File: src/rtl/keypad_pkg.sv
// Shared types and helpers for the 4x4 keypad scanner.
package keypad_pkg;

  localparam int unsigned ROWS  = 4;
  localparam int unsigned COLS  = 4;
  localparam int unsigned ROW_W = $clog2(ROWS);
  localparam int unsigned COL_W = $clog2(COLS);

  typedef enum logic [1:0] {
    StScan,
    StDebounce,
    StReport,
    StWaitRelease
  } state_e;

  // {row_idx, col_idx} of a key
  typedef logic [ROW_W+COL_W-1:0] key_code_t;

  function automatic int unsigned max_u(input int unsigned a, input int unsigned b);
    return (a > b) ? a : b;
  endfunction

  // Index of the lowest set column bit; 0 when none is set.
  function automatic logic [COL_W-1:0] lowest_col(input logic [COLS-1:0] cols);
    logic [COL_W-1:0] idx;
    idx = '0;
    for (int i = COLS - 1; i >= 0; i--) begin
      if (cols[i]) idx = i[COL_W-1:0];
    end
    return idx;
  endfunction

  function automatic logic [ROWS-1:0] row_onehot(input logic [ROW_W-1:0] idx);
    logic [ROWS-1:0] v;
    v      = '0;
    v[idx] = 1'b1;
    return v;
  endfunction

endpackage

File: src/rtl/col_sync.sv
// Two-flop synchronizer for the asynchronous keypad column inputs.
module col_sync
  import keypad_pkg::*;
#(
  parameter int unsigned WIDTH = COLS
) (
  input  logic             clk,
  input  logic             rst,
  input  logic [WIDTH-1:0] i_async,
  output logic [WIDTH-1:0] o_sync
);

  logic [WIDTH-1:0] r_meta;
  logic [WIDTH-1:0] r_sync;

  // Metastability stage followed by the stable stage, both cleared by reset.
  always_ff @(posedge clk) begin
    if (rst) begin
      r_meta <= '0;
      r_sync <= '0;
    end else begin
      r_meta <= i_async;
      r_sync <= r_meta;
    end
  end

  assign o_sync = r_sync;

endmodule

File: src/rtl/keypad_scan_ctrl.sv
// 4x4 keypad row scanner with press/release debounce and a valid/ready key event.
// Optional release pulse output enabled by defining KEYPAD_RELEASE_EVT_EN.
module keypad_scan_ctrl
  import keypad_pkg::*;
#(
  parameter int unsigned SETTLE_CYC   = 4,
  parameter int unsigned DEBOUNCE_CYC = 16
) (
  input  logic            clk,
  input  logic            rst,
  input  logic [COLS-1:0] col_async,
  output logic [ROWS-1:0] row,
  output key_code_t       key_code,
  output logic            key_valid,
  input  logic            key_ready
`ifdef KEYPAD_RELEASE_EVT_EN
  ,
  output logic            key_release
`endif
);

  localparam int unsigned CNT_W = $clog2(max_u(SETTLE_CYC, DEBOUNCE_CYC) + 1);
  localparam logic [CNT_W-1:0] SETTLE_LAST = CNT_W'(SETTLE_CYC - 1);
  localparam logic [CNT_W-1:0] DEB_LAST    = CNT_W'(DEBOUNCE_CYC - 1);

  logic [COLS-1:0]  w_col;
  logic [ROW_W-1:0] w_row_inc;

  state_e           r_state;
  logic [ROW_W-1:0] r_row_idx;
  logic [COL_W-1:0] r_col_idx;
  logic [CNT_W-1:0] r_cnt;
  logic [ROWS-1:0]  r_row;
  key_code_t        r_key_code;
  logic             r_key_valid;
`ifdef KEYPAD_RELEASE_EVT_EN
  logic             r_key_release;
`endif

  col_sync #(
    .WIDTH (COLS)
  ) u_col_sync (
    .clk     (clk),
    .rst     (rst),
    .i_async (col_async),
    .o_sync  (w_col)
  );

  assign w_row_inc = r_row_idx + ROW_W'(1);

  // Scan/debounce FSM; all outputs are registered here.
  always_ff @(posedge clk) begin
    if (rst) begin
      r_state     <= StScan;
      r_row_idx   <= '0;
      r_col_idx   <= '0;
      r_cnt       <= '0;
      r_row       <= row_onehot('0);
      r_key_code  <= '0;
      r_key_valid <= 1'b0;
`ifdef KEYPAD_RELEASE_EVT_EN
      r_key_release <= 1'b0;
`endif
    end else begin
`ifdef KEYPAD_RELEASE_EVT_EN
      r_key_release <= 1'b0;
`endif
      unique case (r_state)
        StScan: begin
          if (r_cnt < SETTLE_LAST) begin
            r_cnt <= r_cnt + CNT_W'(1);
          end else begin
            r_cnt <= '0;
            if (|w_col) begin
              r_col_idx <= lowest_col(w_col);
              r_state   <= StDebounce;
            end else begin
              r_row_idx <= w_row_inc;
              r_row     <= row_onehot(w_row_inc);
            end
          end
        end
        StDebounce: begin
          if (!w_col[r_col_idx]) begin
            // Bounce: abandon this key and keep scanning from the next row.
            r_cnt     <= '0;
            r_row_idx <= w_row_inc;
            r_row     <= row_onehot(w_row_inc);
            r_state   <= StScan;
          end else if (r_cnt >= DEB_LAST) begin
            r_cnt       <= '0;
            r_key_code  <= {r_row_idx, r_col_idx};
            r_key_valid <= 1'b1;
            r_state     <= StReport;
          end else begin
            r_cnt <= r_cnt + CNT_W'(1);
          end
        end
        StReport: begin
          if (key_ready) begin
            r_key_valid <= 1'b0;
            r_state     <= StWaitRelease;
          end
        end
        StWaitRelease: begin
          if (w_col[r_col_idx]) begin
            r_cnt <= '0;
          end else if (r_cnt >= DEB_LAST) begin
            r_cnt     <= '0;
            r_row_idx <= w_row_inc;
            r_row     <= row_onehot(w_row_inc);
            r_state   <= StScan;
`ifdef KEYPAD_RELEASE_EVT_EN
            r_key_release <= 1'b1;
`endif
          end else begin
            r_cnt <= r_cnt + CNT_W'(1);
          end
        end
        default: r_state <= StScan;
      endcase
    end
  end

  assign row       = r_row;
  assign key_code  = r_key_code;
  assign key_valid = r_key_valid;
`ifdef KEYPAD_RELEASE_EVT_EN
  assign key_release = r_key_release;
`endif

endmodule

File: config.mk
export PLATFORM = sky130hd
export DESIGN_NAME = keypad_scan_ctrl
export DESIGN_NICKNAME = d
export VERILOG_FILES = /design/src/rtl/keypad_pkg.sv /design/src/rtl/col_sync.sv /design/src/rtl/keypad_scan_ctrl.sv
export SDC_FILE = /design/constraint.sdc
export NUM_CORES = 1
export LEC_CHECK = 0
export ABC_AREA = 0
export BUFFER_PORTS_ARGS = -buffer_cell sky130_fd_sc_hd__buf_2
export CAP_MARGIN = 0
export CORE_MARGIN = 2
export CORE_UTILIZATION = 55
export CTS_BUF_LIST = sky130_fd_sc_hd__clkbuf_2 sky130_fd_sc_hd__clkbuf_4 sky130_fd_sc_hd__clkbuf_8
export CTS_CLUSTER_SIZE = 8
export DETAILED_ROUTE_END_ITERATION = 6
export PLACE_DENSITY = 0.76
export SLEW_MARGIN = 25
export SYNTH_ARGS = -nofsm -noshare
export SYNTH_HDL_FRONTEND = slang
export SYNTH_SLANG_ARGS = --single-unit
export TNS_END_PERCENT = 100
File: constraint.sdc
create_clock -name clk -period 2.4 [get_ports clk]
set_input_delay 0.12 -clock clk [delete_from_list [all_inputs] [get_ports clk]]
set_output_delay 0.12 -clock clk [all_outputs]
set_load 0.01 [all_outputs]
Word level (Yosys, flattened, before mapping)
Index checks and enable logic that the tools add are counted.
- equality and inequality tests: 13
- multiplexer cells: 37
- order comparisons: 5
- bitwise operators: 1
- add/sub/neg operators: 2
- reduce and logical (&&, ||, !) cells: 10
- operators by type and width (cell ; count):
    two-way mux 2 bit ; 16
    two-way mux 4 bit ; 5
    two-way mux 5 bit ; 4
    != test 2 bit (second input constant) ; 9
    case mux 5 bit (3 select lines) ; 1
    case mux 4 bit (3 select lines) ; 1
    AND reduction 6 bit ; 2
    case mux 2 bit (4 select lines) ; 1
    less-than comparator 2 x 3 -> 1 bit (second input constant) ; 2
    case mux 2 bit (3 select lines) ; 1
    AND reduction 3 bit ; 2
    adder 5 x 1 -> 5 bit (second input constant) ; 1
    >= comparator 5 x 4 -> 1 bit (second input constant) ; 1
    less-than comparator 5 x 2 -> 1 bit (second input constant) ; 1
    two-way mux 1 bit ; 5
    equality test 2 bit (second input constant) ; 2
    AND reduction 4 bit ; 1
    OR reduction 4 bit ; 1
    != test 3 bit (second input constant) ; 1
    nonzero test 3 bit ; 1
    adder 2 x 1 -> 2 bit (second input constant) ; 1
    binary-select mux 1 bit (select 2 bit) ; 1
    demux 1 bit (select 2 bit) ; 1
    equality test 2 x 1 -> 1 bit (second input constant) ; 1
    other kinds (6) ; 6
- bits in registers: 28

Logic depth before layout (Yosys ltp)
Gate-level depths: netlist (run 1).
- depth after elaboration: 8
- depth in mapped cells: 8

Hierarchy
Synthesis (run 1) repeated with hierarchy kept, for this count alone.
- cells, all modules: 138
- area, all modules: 1353.8 um^2
- modules (own cells, without submodules) (module ; instances ; cells each ; area an instance (um^2)):
    keypad_scan_ctrl ; 1 ; 122 ; 1143.6
    col_sync ; 1 ; 16 ; 210.2

Least setup slack after synthesis (run 1)
Ideal clock, no wire load.
- path kind: register -> register
- start point: register r_cnt[0]
- end point: register r_row_idx[1]
- slack: 0.474 ns
- path buffers: 0
- stages on the path, launching flop included: 9
- arrival: 1.798 ns
- setup time: 0.128 ns
- period minus slack after synthesis: 1.926 ns
- required time: 2.272 ns
- cells stage by stage: dfxtp_1 ha_1 and3_1 ha_1 nor2_1 a31oi_2 a21oi_4 mux2i_1 nor2_1
- word-level cells in the longest chain between the ends: 3
- ends and longest elaborated chain (item ; line ; source):
    start: declaration ; keypad_scan_ctrl.sv:32 ; logic [CNT_W-1:0] r_cnt;
    start signal: assignment ; keypad_scan_ctrl.sv:71 ; r_cnt <= r_cnt + CNT_W'(1);
    start signal: assignment ; keypad_scan_ctrl.sv:96 ; r_cnt <= r_cnt + CNT_W'(1);
    start signal: assignment ; keypad_scan_ctrl.sv:117 ; r_cnt <= r_cnt + CNT_W'(1);
    >= comparator 5 x 4 -> 1 bit / less-than comparator 5 x 2 -> 1 bit (equally long branches) ; keypad_scan_ctrl.sv:108, keypad_scan_ctrl.sv:70 ;
    != test 2 bit (no source line) ; n/a ;
    AND reduction 6 bit (no source line) (*) ; n/a ;
    end signal: assignment ; keypad_scan_ctrl.sv:78 ; r_row_idx <= w_row_inc;
    end signal: assignment ; keypad_scan_ctrl.sv:87 ; r_row_idx <= w_row_inc;
    end signal: assignment ; keypad_scan_ctrl.sv:110 ; r_row_idx <= w_row_inc;
    end: declaration ; keypad_scan_ctrl.sv:30 ; logic [ROW_W-1:0] r_row_idx;
Every way passes the cells marked *; elsewhere a longest branch is shown, timed or not.
A chain may end at the register's enable or synchronous reset.

Final worst setup path (run 1)
- start point: register r_cnt[0]
- end point: register r_row[3], in the netlist row[3]
- word-level cells in the longest chain between the ends: 3
- ends and longest elaborated chain (item ; line ; source):
    >= comparator 5 x 4 -> 1 bit / less-than comparator 5 x 2 -> 1 bit (equally long branches) ; keypad_scan_ctrl.sv:108, keypad_scan_ctrl.sv:70 ;
    != test 2 bit (no source line) ; n/a ;
    AND reduction 6 bit (no source line) (*) ; n/a ;
    end signal: assignment ; keypad_scan_ctrl.sv:79 ; r_row <= row_onehot(w_row_inc);
    end signal: assignment ; keypad_scan_ctrl.sv:88 ; r_row <= row_onehot(w_row_inc);
    end signal: assignment ; keypad_scan_ctrl.sv:111 ; r_row <= row_onehot(w_row_inc);
    end: declaration ; keypad_scan_ctrl.sv:33 ; logic [ROWS-1:0] r_row;
Marks and branches as above.

==> flow_summary_export.csv, run 1 <==
group,metric,value,unit
logic_synthesis,synth_area,1270,sq um
setup_path,cp-end-kind,"flip-flop",
sta,tns,0,ns
finish,post_route_cells_drive_above_1_share,16.7,%
sta,slew-limit-headroom,61.0,%
detailed_routing,dr.first_iter.drc_count,17,
finish,utilization,66.2,%
placed_design,preCtsSetupSlack,0.259,ns
setup_path,crit_path_max_fanout,7,
finish,most-common-layout-cells,"sky130_fd_sc_hd__dfxtp_1 (28), sky130_fd_sc_hd__nor2_1 (16), sky130_fd_sc_hd__buf_2 (15), sky130_fd_sc_hd__mux2i_1 (10), sky130_fd_sc_hd__a21oi_1 (9)",
sta,setup_viol_count_final,0,
outcome,outcome,"completed",
detailed_routing,wl_per_cell,13.4,um
sta,final.setup_skew,0.00895,ns
setup_path,crit_path_start_kind,"flip-flop",
global_route,global_route.usage.total,20.9,%
setup_path,required,2.61,ns
sta,timing.final.max_slew_violations,0,
logic_synthesis,async_flop_share,0,%
flow_run,number_of_max_cap_violations,0,
clock_network,numClockSinks,28,
floorplan,initial_utilization,57.8,%
floorplan,design.die.area,2700,sq um
placed_design,area_after_dpl,1360,sq um
sta,timing.fmax,462,MHz
detailed_routing,num_vias,943,
clock_network,cts_max_path_buffers,2,
finish,layout_commonest_cell,"sky130_fd_sc_hd__dfxtp_1",
global_route,grt_start_max_net_pins,29,
setup_path,critical_path_class,"reg2reg",
global_route,first_pass_grt_wire_length,4.12,mm
logic_synthesis,synth_top_area_share,44.3,%
finish,multi_input_area,664,sq um
power_and_ir_drop,switching_share,30.4,%
detailed_routing,drt-pass1-iter-count,4,
logic_synthesis,synth_sequential_area_ratio,44.3,%
clock_network,h-tree-depth,1,
sta,setup_repair_after_global_routing_missed_its_margin,"no",
floorplan,fp-row-count,17,
logic_synthesis,post_synth.cell_area_avg,9.59,sq um
floorplan,die_x,52.0,um
logic_synthesis,syn-num-nets,145,
sta,finalWorstPathRequiredPeriod,2.17,ns
clock_network,worst_setup_hold_path_clk_slew,0.15,ns
finish,fin_nets,164,
logic_synthesis,synth.top_cells.by_area,"sky130_fd_sc_hd__dfxtp_1 (44%), sky130_fd_sc_hd__mux2i_1 (7.9%), sky130_fd_sc_hd__ha_1 (5.9%), sky130_fd_sc_hd__nor2_1 (4.7%), sky130_fd_sc_hd__nor2b_1 (4.0%)",
finish,syn_to_final_growth,14.5,%
setup_path,r2r.worst_path.cells,8,
hold_path,min_path_type,"in2reg",
power_and_ir_drop,total_switching_power,0.362,mW
logic_synthesis,synth_cells,132,
global_route,overflow_after_grt,0,
logic_synthesis,synth-edff-count,0,
logic_synthesis,flop_and_latch_count_out_of_synthesis,28,
placed_design,place.detailed.hpwl,1.67,mm
sta,transition_time_at_the_pin_with_the_least_slew_margin,0.584,ns
clock_network,cts_tree,"done",
clock_network,clock_latency_at_the_later_pin_of_the_worst_skew_pair,0.33,ns
floorplan,die-height,52.0,um
clock_network,ctsResizeCount,0,
sta,final.setup.worst_slack,0.233,ns
power_and_ir_drop,peakVddDrop,0.449,mV
detailed_routing,via_per_inst,5.30,
detailed_routing,final_antenna_net_count,0,
finish,post_route_design_area,1450,sq um
finish,number_of_fill_cells_in_the_layout,189,
placed_design,gp_congestion,0.831,
finish,antennaDiodeCount,0,
sta,min_period_over_period,90.3,%
sta,hold_viol_final,0,
power_and_ir_drop,p_clk_share,25.9,%
clock_network,post_cts_setup_buffers,0,
clock_network,cts_root_buffer,"sky130_fd_sc_hd__clkbuf_4",
power_and_ir_drop,power_per_cell_area,820,nW/um^2
logic_synthesis,number_of_distinct_library_cells_after_synthesis,34,
logic_synthesis,synth-main-ff-cell,"sky130_fd_sc_hd__dfxtp_1",
power_and_ir_drop,sequentialPowerShare,49.7,%
placed_design,place.port_buffers,15,
power_and_ir_drop,power_frac_comb,24.4,%
detailed_routing,route.final.wire_length,2.39,mm
global_route,grt_pass1_vias,905,
power_and_ir_drop,internal_power,0.827,mW
power_and_ir_drop,power,1.19,mW
hold_path,worstHoldPathCells,4,
floorplan,core_area,2190,sq um
setup_path,critical_path_arrival,2.38,ns
logic_synthesis,yosys_warnings,0,
power_and_ir_drop,leak,0.657,nW
global_route,grt_antenna_before_repair,0,
finish,layout.area.seq,561,sq um
clock_network,numCtsBuffers,3,
logic_synthesis,yosys.area.top_type,"sky130_fd_sc_hd__dfxtp_1",
floorplan,io_pins,16,
detailed_routing,remaining_drc_errors,0,
-- final timing paths --
| check | slack, ns | from | to |
|---|---|---|---|
| min reg2reg | 0.45 | u_col_sync.r_meta[1] | u_col_sync.o_sync[1] |
| min | 0.12 | key_ready | key_valid |
| max reg2reg | 0.23 | r_cnt[0] | row[3] |
| max | 0.23 | r_cnt[0] | row[3] |
-- synthesized netlist by cell type, types with 2 or more instances --
cell type	instances
sky130_fd_sc_hd__nand2b_1	2
sky130_fd_sc_hd__nand4_1	2
sky130_fd_sc_hd__nor2_1	16
sky130_fd_sc_hd__a21oi_1	9
sky130_fd_sc_hd__and3_1	2
sky130_fd_sc_hd__nor2b_1	8
sky130_fd_sc_hd__mux2i_1	10
sky130_fd_sc_hd__o21ai_1	3
sky130_fd_sc_hd__nand3b_1	2
sky130_fd_sc_hd__dfxtp_1	28
sky130_fd_sc_hd__nand3_1	2
sky130_fd_sc_hd__nand2_1	8
sky130_fd_sc_hd__ha_1	6
sky130_fd_sc_hd__inv_1	6
sky130_fd_sc_hd__nor3b_1	3
sky130_fd_sc_hd__clkbuf_1	5
sky130_fd_sc_hd__nor3_1	3
-- repair_timing --
action                     4_1_cts  5_1_grt
hold buffers                     4        0
hold endpoints to repair         4        0
setup endpoints to repair        0        0
-- registers in the layout, indices dropped and copies added (netlist names), named ones only --
name,count
u_col_sync.r_meta,4
r_cnt,5
r_row_idx,2
r_col_idx,2
u_col_sync.o_sync,4
row,4
r_state,1
key_code,4
key_valid,1
-- power by group through the flow --
stage | combinational [mW] | clock (mW) | sequential, mW
floorplan | 0.224 | 0 | 0.586
global placement | 0.268 | 0 | 0.594
detailed placement | 0.281 | 0 | 0.602
CTS | 0.292 | 0.319 | 0.591
global route | 0.325 | 0.341 | 0.601
finish | 0.290 | 0.308 | 0.591
-- kinds of logic (layout without fill, tap and decap cells) --
kind of cell | after synthesis | in the layout | synth area share (%)
AO/OA/AOI/OAI | 23 | 23 | 13.8
XOR/XNOR | 2 | 2 | 1.38
AND/OR/NAND/NOR | 51 | 51 | 21.6
buffers and inverters | 11 | 29 | 3.26
flip-flops | 28 | 28 | 44.3
multiplexers | 11 | 11 | 9.68
adder cells (fa/ha/maj) | 6 | 6 | 5.93
-- critical path, cell delays in order (launching register included) --
cell and delay, ns:
sky130_fd_sc_hd__dfxtp_1 0.42, sky130_fd_sc_hd__ha_1 0.25, sky130_fd_sc_hd__and3_1 0.18, sky130_fd_sc_hd__ha_1 0.17, sky130_fd_sc_hd__nor2_1 0.23, sky130_fd_sc_hd__a31oi_2 0.18
sky130_fd_sc_hd__a21oi_4 0.33, sky130_fd_sc_hd__mux2i_1 0.22, sky130_fd_sc_hd__nor2_1 0.06
-- through the flow --
stage               instances  hold slack (ns)
global route              178            0.112
detailed placement        170            0.337
global placement          170            0.331
floorplan                 132            0.248
CTS                       178            0.109
finish                    178            0.119
-- metal layers --
metal,track usage (%),vias to the layer above,part of all wire [%],wire length (um)
li1,-,493,-,-
met1,26.8,436,46,1090
met2,34.8,12,52,1230
met3,3.45,2,2.0,47
met4,7.89,0,0.59,14
met5,0,-,0,0
-- layout make-up --
type                    instances  area share (%)
multi-input cells              93            45.8
well taps                      28            2.42
flip-flops and latches         28            38.7
inverters                       6            1.55
repair buffers                 19            7.94
clock inverters                 1            2.07
clock buffers                   3            1.55
No activity file was read; power rests on OpenSTA's default activity.
==> run 2: changes to the inputs <==
--- a/config.mk
+++ b/config.mk
@@ -17,5 +17,6 @@
 export SLEW_MARGIN = 25
 export SYNTH_ARGS = -nofsm -noshare
 export SYNTH_HDL_FRONTEND = slang
+export SYNTH_HIERARCHICAL = 1
 export SYNTH_SLANG_ARGS = --single-unit
 export TNS_END_PERCENT = 100
==> run 2 against run 1 <==
  * Clock-buffer cell count stayed put
  * Register-to-register slack better by 0.02 ns
  * Sequential cell count stayed put
  * Largest cell class unchanged
==> flow_summary_export.csv, run 2 <==
group,metric,value,unit
clock_network,post_cts_setup_buffers,0,
detailed_routing,final_antenna_net_count,0,
flow_run,number_of_max_cap_violations,0,
setup_path,crit_path_max_fanout,8,
floorplan,die-height,53.6,um
outcome,outcome,"completed",
setup_path,r2r_slack,0.25,ns
clock_network,ctsResizeCount,0,
logic_synthesis,post-synth-top-count-cell,"sky130_fd_sc_hd__dfxtp_1",
finish,antennaDiodeCount,0,
power_and_ir_drop,switching_share,28.6,%
logic_synthesis,yosys_warnings,6,
power_and_ir_drop,leak,0.657,nW
placed_design,preCtsSetupSlack,0.290,ns
floorplan,fp-row-count,17,
setup_path,r2r.worst_path.cells,7,
setup_path,critical-path-max-stage-delay,0.41,ns
hold_path,worstHoldPathCells,2,
finish,layout_commonest_cell,"sky130_fd_sc_hd__dfxtp_1",
logic_synthesis,synth-main-ff-cell,"sky130_fd_sc_hd__dfxtp_1",
placed_design,place.port_buffers,15,
placed_design,place.detailed.hpwl,1.64,mm
power_and_ir_drop,total_switching_power,0.329,mW
detailed_routing,remaining_drc_errors,0,
logic_synthesis,synth_top_area_share,41.4,%
finish,largest_reg_flops,5,
clock_network,h-tree-depth,1,
logic_synthesis,number_of_distinct_library_cells_after_synthesis,36,
logic_synthesis,synth_area,1350,sq um
clock_network,clock_latency_at_the_later_pin_of_the_worst_skew_pair,0.32,ns
hold_path,min_path_type,"in2reg",
floorplan,die_x,53.6,um
global_route,grt_pass1_vias,917,
finish,post_route_cells_drive_above_1_share,17.1,%
setup_path,critical_path.cell_chain,"ha_1, and3_1, ha_1, nor2_1, a31oi_4, a2bb2oi_4, mux2_4",
finish,syn_to_final_growth,11.0,%
clock_network,cts-hold-fix-buffers,1,
setup_path,required,2.63,ns
setup_path,critPathSlowestCell,"sky130_fd_sc_hd__dfxtp_1",
sta,min_period_over_period,89.5,%
setup_path,worst_path_most_repeated_cell,"sky130_fd_sc_hd__ha_1",
power_and_ir_drop,power_frac_comb,23.3,%
detailed_routing,wl_per_cell,13.3,um
power_and_ir_drop,peakVddDrop,0.482,mV
clock_network,cts_root_buffer,"sky130_fd_sc_hd__clkbuf_4",
clock_network,numCtsBuffers,3,
power_and_ir_drop,sequentialPowerShare,50.2,%
finish,layout.area.seq,561,sq um
detailed_routing,drt-pass1-iter-count,4,
clock_network,cts_max_path_buffers,2,
sta,setup_repair_after_global_routing_missed_its_margin,"no",
global_route,global_route.usage.total,18.8,%
power_and_ir_drop,power_per_cell_area,767,nW/um^2
sta,slew-limit-headroom,60.4,%
finish,fin_nets,166,
finish,post_route_design_area,1500,sq um
setup_path,reg2reg_from,"r_cnt[0]",
setup_path,crit_path_start_kind,"flip-flop",
setup_path,critical_path_arrival,2.38,ns
sta,finalWorstPathRequiredPeriod,2.15,ns
sta,transition_time_at_the_pin_with_the_least_slew_margin,0.588,ns
detailed_routing,via_per_inst,5.70,
logic_synthesis,synth_sequential_area_ratio,41.4,%
finish,multi_input_area,751,sq um
global_route,grt_antenna_before_repair,0,
setup_path,critical_path.reg2reg.endpoint,"r_row_idx[0]",
logic_synthesis,async_flop_share,0,%
setup_path,worst_setup_path_startpoint,"r_cnt[0]",
clock_network,cts_tree,"done",
logic_synthesis,synth.top_cells.by_area,"sky130_fd_sc_hd__dfxtp_1 (41%), sky130_fd_sc_hd__mux2i_1 (8.1%), sky130_fd_sc_hd__ha_1 (5.5%), sky130_fd_sc_hd__nand2b_1 (4.2%), sky130_fd_sc_hd__nor2_1 (4.2%)",
finish,utilization,66.0,%
logic_synthesis,yosys.area.top_type,"sky130_fd_sc_hd__dfxtp_1",
floorplan,initial_utilization,59.5,%
global_route,overflow_after_grt,0,
sta,hold_viol_final,0,
floorplan,core_area,2280,sq um
power_and_ir_drop,internal_power,0.823,mW
sta,tns,0,ns
logic_synthesis,flop_and_latch_count_out_of_synthesis,28,
logic_synthesis,synth-edff-count,0,
detailed_routing,route.final.wire_length,2.39,mm
finish,most-common-layout-cells,"sky130_fd_sc_hd__dfxtp_1 (28), sky130_fd_sc_hd__nor2_1 (15), sky130_fd_sc_hd__buf_2 (15), sky130_fd_sc_hd__mux2i_1 (11), sky130_fd_sc_hd__nand2b_1 (9)",
finish,max_flop_register,"r_cnt",
sta,timing.final.max_slew_violations,0,
sta,timing.fmax,466,MHz
logic_synthesis,post_synth.cell_area_avg,9.81,sq um
floorplan,design.die.area,2870,sq um
logic_synthesis,synth_cells,138,
sta,setup_viol_count_final,0,
floorplan,io_pins,16,
hold_path,min_delay_startpoint,"col_async[2]",
clock_network,worst_setup_hold_path_clk_slew,0.15,ns
detailed_routing,num_vias,1026,
placed_design,gp_congestion,0.823,
clock_network,numClockSinks,28,
hold_path,hold-path-endpoint,"u_col_sync/r_meta[2]",
detailed_routing,dr.first_iter.drc_count,19,
logic_synthesis,syn-num-nets,151,
finish,number_of_fill_cells_in_the_layout,186,
sta,final.setup.worst_slack,0.252,ns
setup_path,cp-end-kind,"flip-flop",
logic_synthesis,synth_commonest_cells,"sky130_fd_sc_hd__dfxtp_1 (28), sky130_fd_sc_hd__nor2_1 (15), sky130_fd_sc_hd__mux2i_1 (11)",
setup_path,critical_path_class,"reg2reg",
global_route,first_pass_grt_wire_length,3.98,mm
sta,final.setup_skew,0.00644,ns
power_and_ir_drop,p_clk_share,26.5,%
placed_design,area_after_dpl,1440,sq um
global_route,grt_start_max_net_pins,36,
run 2: routing by layer:
| metal | global-route usage [%] | up-vias | part of all wire [%] |
|---|---|---|---|
| li1 | - | 524 | - |
| met5 | 0 | - | 0 |
| met3 | 4.17 | 4 | 3.9 |
| met2 | 30.2 | 22 | 46 |
| met1 | 24.8 | 476 | 49 |
| met4 | 6.84 | 0 | 1.1 |
run 2: power groups by stage:
| stage | Clock [mW] | Sequential, mW | Combinational, mW |
|---|---|---|---|
| after floorplan | 0 | 0.579 | 0.217 |
| after global placement | 0 | 0.586 | 0.261 |
| after detailed placement | 0 | 0.589 | 0.266 |
| after CTS | 0.311 | 0.578 | 0.269 |
| after global routing | 0.323 | 0.589 | 0.295 |
| final | 0.306 | 0.579 | 0.268 |
run 2: how the worst max path moves through the flow:
stage                         endpoint  slack, ns  cells past startpoint
final                     r_row_idx[0]       0.25                      7
after global routing       key_code[2]       0.12                      7
after CTS                 r_row_idx[0]       0.26                      7
after detailed placement  r_row_idx[0]       0.29                      7
after global placement    r_row_idx[0]       0.33                      7
after floorplan            key_code[0]       0.42                      8
run 2: logic make-up after synthesis:
| kind of cell | Yosys count | share of synthesized area [%] |
|---|---|---|
| AOI/OAI and AO/OA | 23 | 15.6 |
| xor gates and xnor gates | 2 | 1.85 |
| adders and majority gates | 6 | 5.55 |
| buffers and inverters | 11 | 3.14 |
| DFF | 28 | 41.4 |
| muxes | 13 | 10.9 |
| and+or+nand+nor | 55 | 21.5 |
run 2: area by class of cell:
class                   instances  area share [%]
clock buffers                   3            1.50
clock inverters                 1            2.00
inverters                       5            1.25
multi-input cells              99            50.0
flip-flops and latches         28            37.3
well taps                      28            2.33
repair buffers                 16            5.66
run 2: stage by stage:
stage | total power [mW] | cells | hold slack, ns
floorplan | 0.796 | 138 | 0.192
global placement | 0.848 | 175 | 0.328
detailed placement | 0.855 | 175 | 0.344
CTS | 1.16 | 180 | 0.00432
global route | 1.21 | 180 | 0.0110
finish | 1.15 | 180 | 0.00563
run 2: worst max-delay path, delay by kind of cell (launching register included):
| kind | cells | cell delay (ns) |
|---|---|---|
| flip-flops | 1 | 0.41 |
| multiplexers | 1 | 0.32 |
| adder cells (fa/ha/maj) | 2 | 0.43 |
| AND/OR/NAND/NOR | 2 | 0.44 |
| AO/OA/AOI/OAI | 2 | 0.45 |
==> run 3: changes to the inputs <==
--- a/config.mk
+++ b/config.mk
@@ -11,7 +11,6 @@
 export CORE_MARGIN = 2
 export CORE_UTILIZATION = 55
 export CTS_BUF_LIST = sky130_fd_sc_hd__clkbuf_2 sky130_fd_sc_hd__clkbuf_4 sky130_fd_sc_hd__clkbuf_8
-export CTS_CLUSTER_SIZE = 8
 export DETAILED_ROUTE_END_ITERATION = 6
 export PLACE_DENSITY = 0.76
 export SLEW_MARGIN = 25
==> constraint.sdc (replaced) <==
create_clock -name clk -period 2.4 [get_ports clk]
set_input_delay 0.48 -clock clk [delete_from_list [all_inputs] [get_ports clk]]
set_output_delay 0.48 -clock clk [all_outputs]
set_load 0.01 [all_outputs]
==> run 3 against run 2 <==
  * Global-route usage fell by 0.24 points
  * Final cell count fell by 0.56%
  * Highest routed layer unchanged
  * Clock-buffer cell count did not move
  * Via count fell by 1.2%
  * Clock skew rose by 0.0015 ns
  * Sequential cell count did not move
  * Non-clock buffer count fell by 1
  * Critical path type unchanged
  * Fmax barely moved
  * Wire length fell by 2.4%
==> flow_summary_export.csv, run 3 (same netlist as run 2, synthesis figures left out) <==
group,metric,value,unit
setup_path,critical_path.cell_chain,"ha_1, and3_1, ha_1, nor2_1, a31oi_4, a2bb2oi_4, mux2_4",
global_route,grt_start_max_net_pins,36,
global_route,gr-usage-met1,24.4,%
setup_path,crit_path_start_kind,"flip-flop",
detailed_routing,wl_per_cell,13.0,um
placed_design,place.detailed.hpwl,1.64,mm
floorplan,core_area,2280,sq um
sta,transition_time_at_the_pin_with_the_least_slew_margin,0.585,ns
clock_network,post_cts_setup_buffers,0,
finish,post_route_cells_drive_above_1_share,17.2,%
finish,number_of_fill_cells_in_the_layout,185,
flow_run,number_of_max_cap_violations,0,
finish,layout_commonest_cell,"sky130_fd_sc_hd__dfxtp_1",
detailed_routing,remaining_drc_errors,0,
setup_path,r2r.worst_path.cells,7,
clock_network,clock_latency_at_the_later_pin_of_the_worst_skew_pair,0.32,ns
global_route,grt_pass1_vias,909,
sta,slew-limit-headroom,60.7,%
clock_network,numClockSinks,28,
clock_network,cts_max_path_buffers,2,
setup_path,worst_path_most_repeated_cell,"sky130_fd_sc_hd__ha_1",
floorplan,design.die.area,2870,sq um
sta,hold_viol_final,0,
detailed_routing,num_vias,1014,
sta,setup_repair_after_global_routing_missed_its_margin,"no",
clock_network,cts_root_buffer,"sky130_fd_sc_hd__clkbuf_4",
detailed_routing,dr.first_iter.drc_count,19,
sta,setup_viol_count_final,0,
hold_path,min_path_type,"in2reg",
global_route,overflow_after_grt,0,
setup_path,critical-path-max-stage-delay,0.41,ns
sta,finalWorstPathRequiredPeriod,2.15,ns
power_and_ir_drop,leak,0.653,nW
hold_path,hold-path-endpoint,"u_col_sync/r_meta[0]",
floorplan,initial_utilization,59.5,%
sta,min_period_over_period,89.6,%
clock_network,h-tree-depth,1,
clock_network,cts_tree,"done",
global_route,global_route_met3_usage,4.17,%
placed_design,gp_congestion,0.823,
setup_path,critical_path_class,"reg2reg",
floorplan,die-height,53.6,um
power_and_ir_drop,peakVddDrop,0.481,mV
global_route,grt_antenna_before_repair,0,
clock_network,ctsResizeCount,0,
setup_path,worstPathBufferInverterCount,0,
global_route,first_pass_grt_wire_length,3.94,mm
finish,largest_reg_flops,5,
detailed_routing,final_antenna_net_count,0,
floorplan,io_pins,16,
finish,max_flop_register,"r_cnt",
setup_path,critPathSlowestCell,"sky130_fd_sc_hd__dfxtp_1",
setup_path,critical_path.reg2reg.endpoint,"r_row_idx[0]",
finish,most-common-layout-cells,"sky130_fd_sc_hd__dfxtp_1 (28), sky130_fd_sc_hd__nor2_1 (15), sky130_fd_sc_hd__buf_2 (15), sky130_fd_sc_hd__mux2i_1 (11), sky130_fd_sc_hd__nand2b_1 (9)",
finish,antennaDiodeCount,0,
floorplan,die_x,53.6,um
outcome,outcome,"completed",
setup_path,reg2reg_from,"r_cnt[0]",
hold_path,worstHoldPathCells,2,
global_route,gr-max-usage-layer,"met2",
sta,tns,0,ns
global_route,global_route.usage.total,18.6,%
clock_network,cts-hold-fix-buffers,0,
setup_path,critical_path_arrival,2.38,ns
setup_path,crit_path_max_fanout,8,
finish,fin_nets,165,
global_route,grtUsageMet2,29.8,%
setup_path,r2r_slack,0.25,ns
clock_network,worst_setup_hold_path_clk_slew,0.15,ns
sta,timing.final.max_slew_violations,0,
power_and_ir_drop,power_per_cell_area,769,nW/um^2
placed_design,place.port_buffers,15,
power_and_ir_drop,power,1.15,mW
hold_path,min_delay_startpoint,"col_async[0]",
sta,final.setup_skew,0.00794,ns
detailed_routing,via_per_inst,5.66,
clock_network,numCtsBuffers,3,
setup_path,critical-path-top-delay-family,"compound AO/OA/AOI/OAI gates",
detailed_routing,route.final.wire_length,2.33,mm
finish,syn_to_final_growth,10.3,%
setup_path,required,2.63,ns
floorplan,fp-row-count,17,
setup_path,cp-end-kind,"flip-flop",
detailed_routing,drt-pass1-iter-count,4,
sta,timing.fmax,465,MHz
## run 3: cell types whose count changed in the layout (fill, tap and decap cells not counted), sizes merged
cell         delta
dlygate4sd3     -1
## run 3: worst max-delay path by stage
stage                   from            to  slack, ns  cells past startpoint
floorplan           r_cnt[0]   key_code[0]       0.42                      8
finish              r_cnt[0]  r_row_idx[0]       0.25                      7
global placement    r_cnt[0]  r_row_idx[0]       0.33                      7
global route        r_cnt[0]   key_code[2]       0.12                      7
CTS                 r_cnt[0]  r_row_idx[0]       0.26                      7
detailed placement  r_cnt[0]  r_row_idx[0]       0.29                      7
## run 3: worst reg2reg max path, cell delays in order (launching register included)
cell and delay [ns]:
sky130_fd_sc_hd__dfxtp_1 0.41, sky130_fd_sc_hd__ha_1 0.25, sky130_fd_sc_hd__and3_1 0.19, sky130_fd_sc_hd__ha_1 0.18, sky130_fd_sc_hd__nor2_1 0.25, sky130_fd_sc_hd__a31oi_4 0.15
sky130_fd_sc_hd__a2bb2oi_4 0.30, sky130_fd_sc_hd__mux2_4 0.33
## run 3: where the power goes
| group | internal, mW | total [mW] | switching [mW] |
|---|---|---|---|
| Combinational | 0.140 | 0.266 | 0.126 |
| Sequential | 0.513 | 0.578 | 0.0650 |
| Clock | 0.169 | 0.305 | 0.136 |
| Total | 0.822 | 1.15 | 0.326 |
## run 3: metal layers
metal / vias up / share of wire (%)
met5: - / 0
met4: 0 / 1.1
met3: 4 / 3.3
met2: 18 / 47
met1: 472 / 49
li1: 520 / -
## run 3: layout make-up
type                       count  area, sq um  area share [%]
clock buffer                   3         22.5            1.51
clock inverter                 1         30.0            2.01
inverter                       5         18.8            1.26
multi-input combinational     99          751            50.3
sequential                    28          561            37.6
tap                           28         35.0            2.35
timing repair buffer          15         75.1            5.03
## run 3: per-stage QoR
stage / hold WS (ns) / area [sq um] / worst slack (ns) / cells / util [%]
floorplan: 0.414 / 1350 / 0.415 / 138 / -
global placement: 0.418 / 1440 / 0.329 / 175 / 63.3
detailed placement: 0.423 / 1440 / 0.290 / 175 / 63.3
CTS: 0.356 / 1490 / 0.260 / 179 / 65.6
global route: 0.365 / 1490 / 0.116 / 179 / 65.6
finish: 0.353 / 1490 / 0.250 / 179 / 65.6
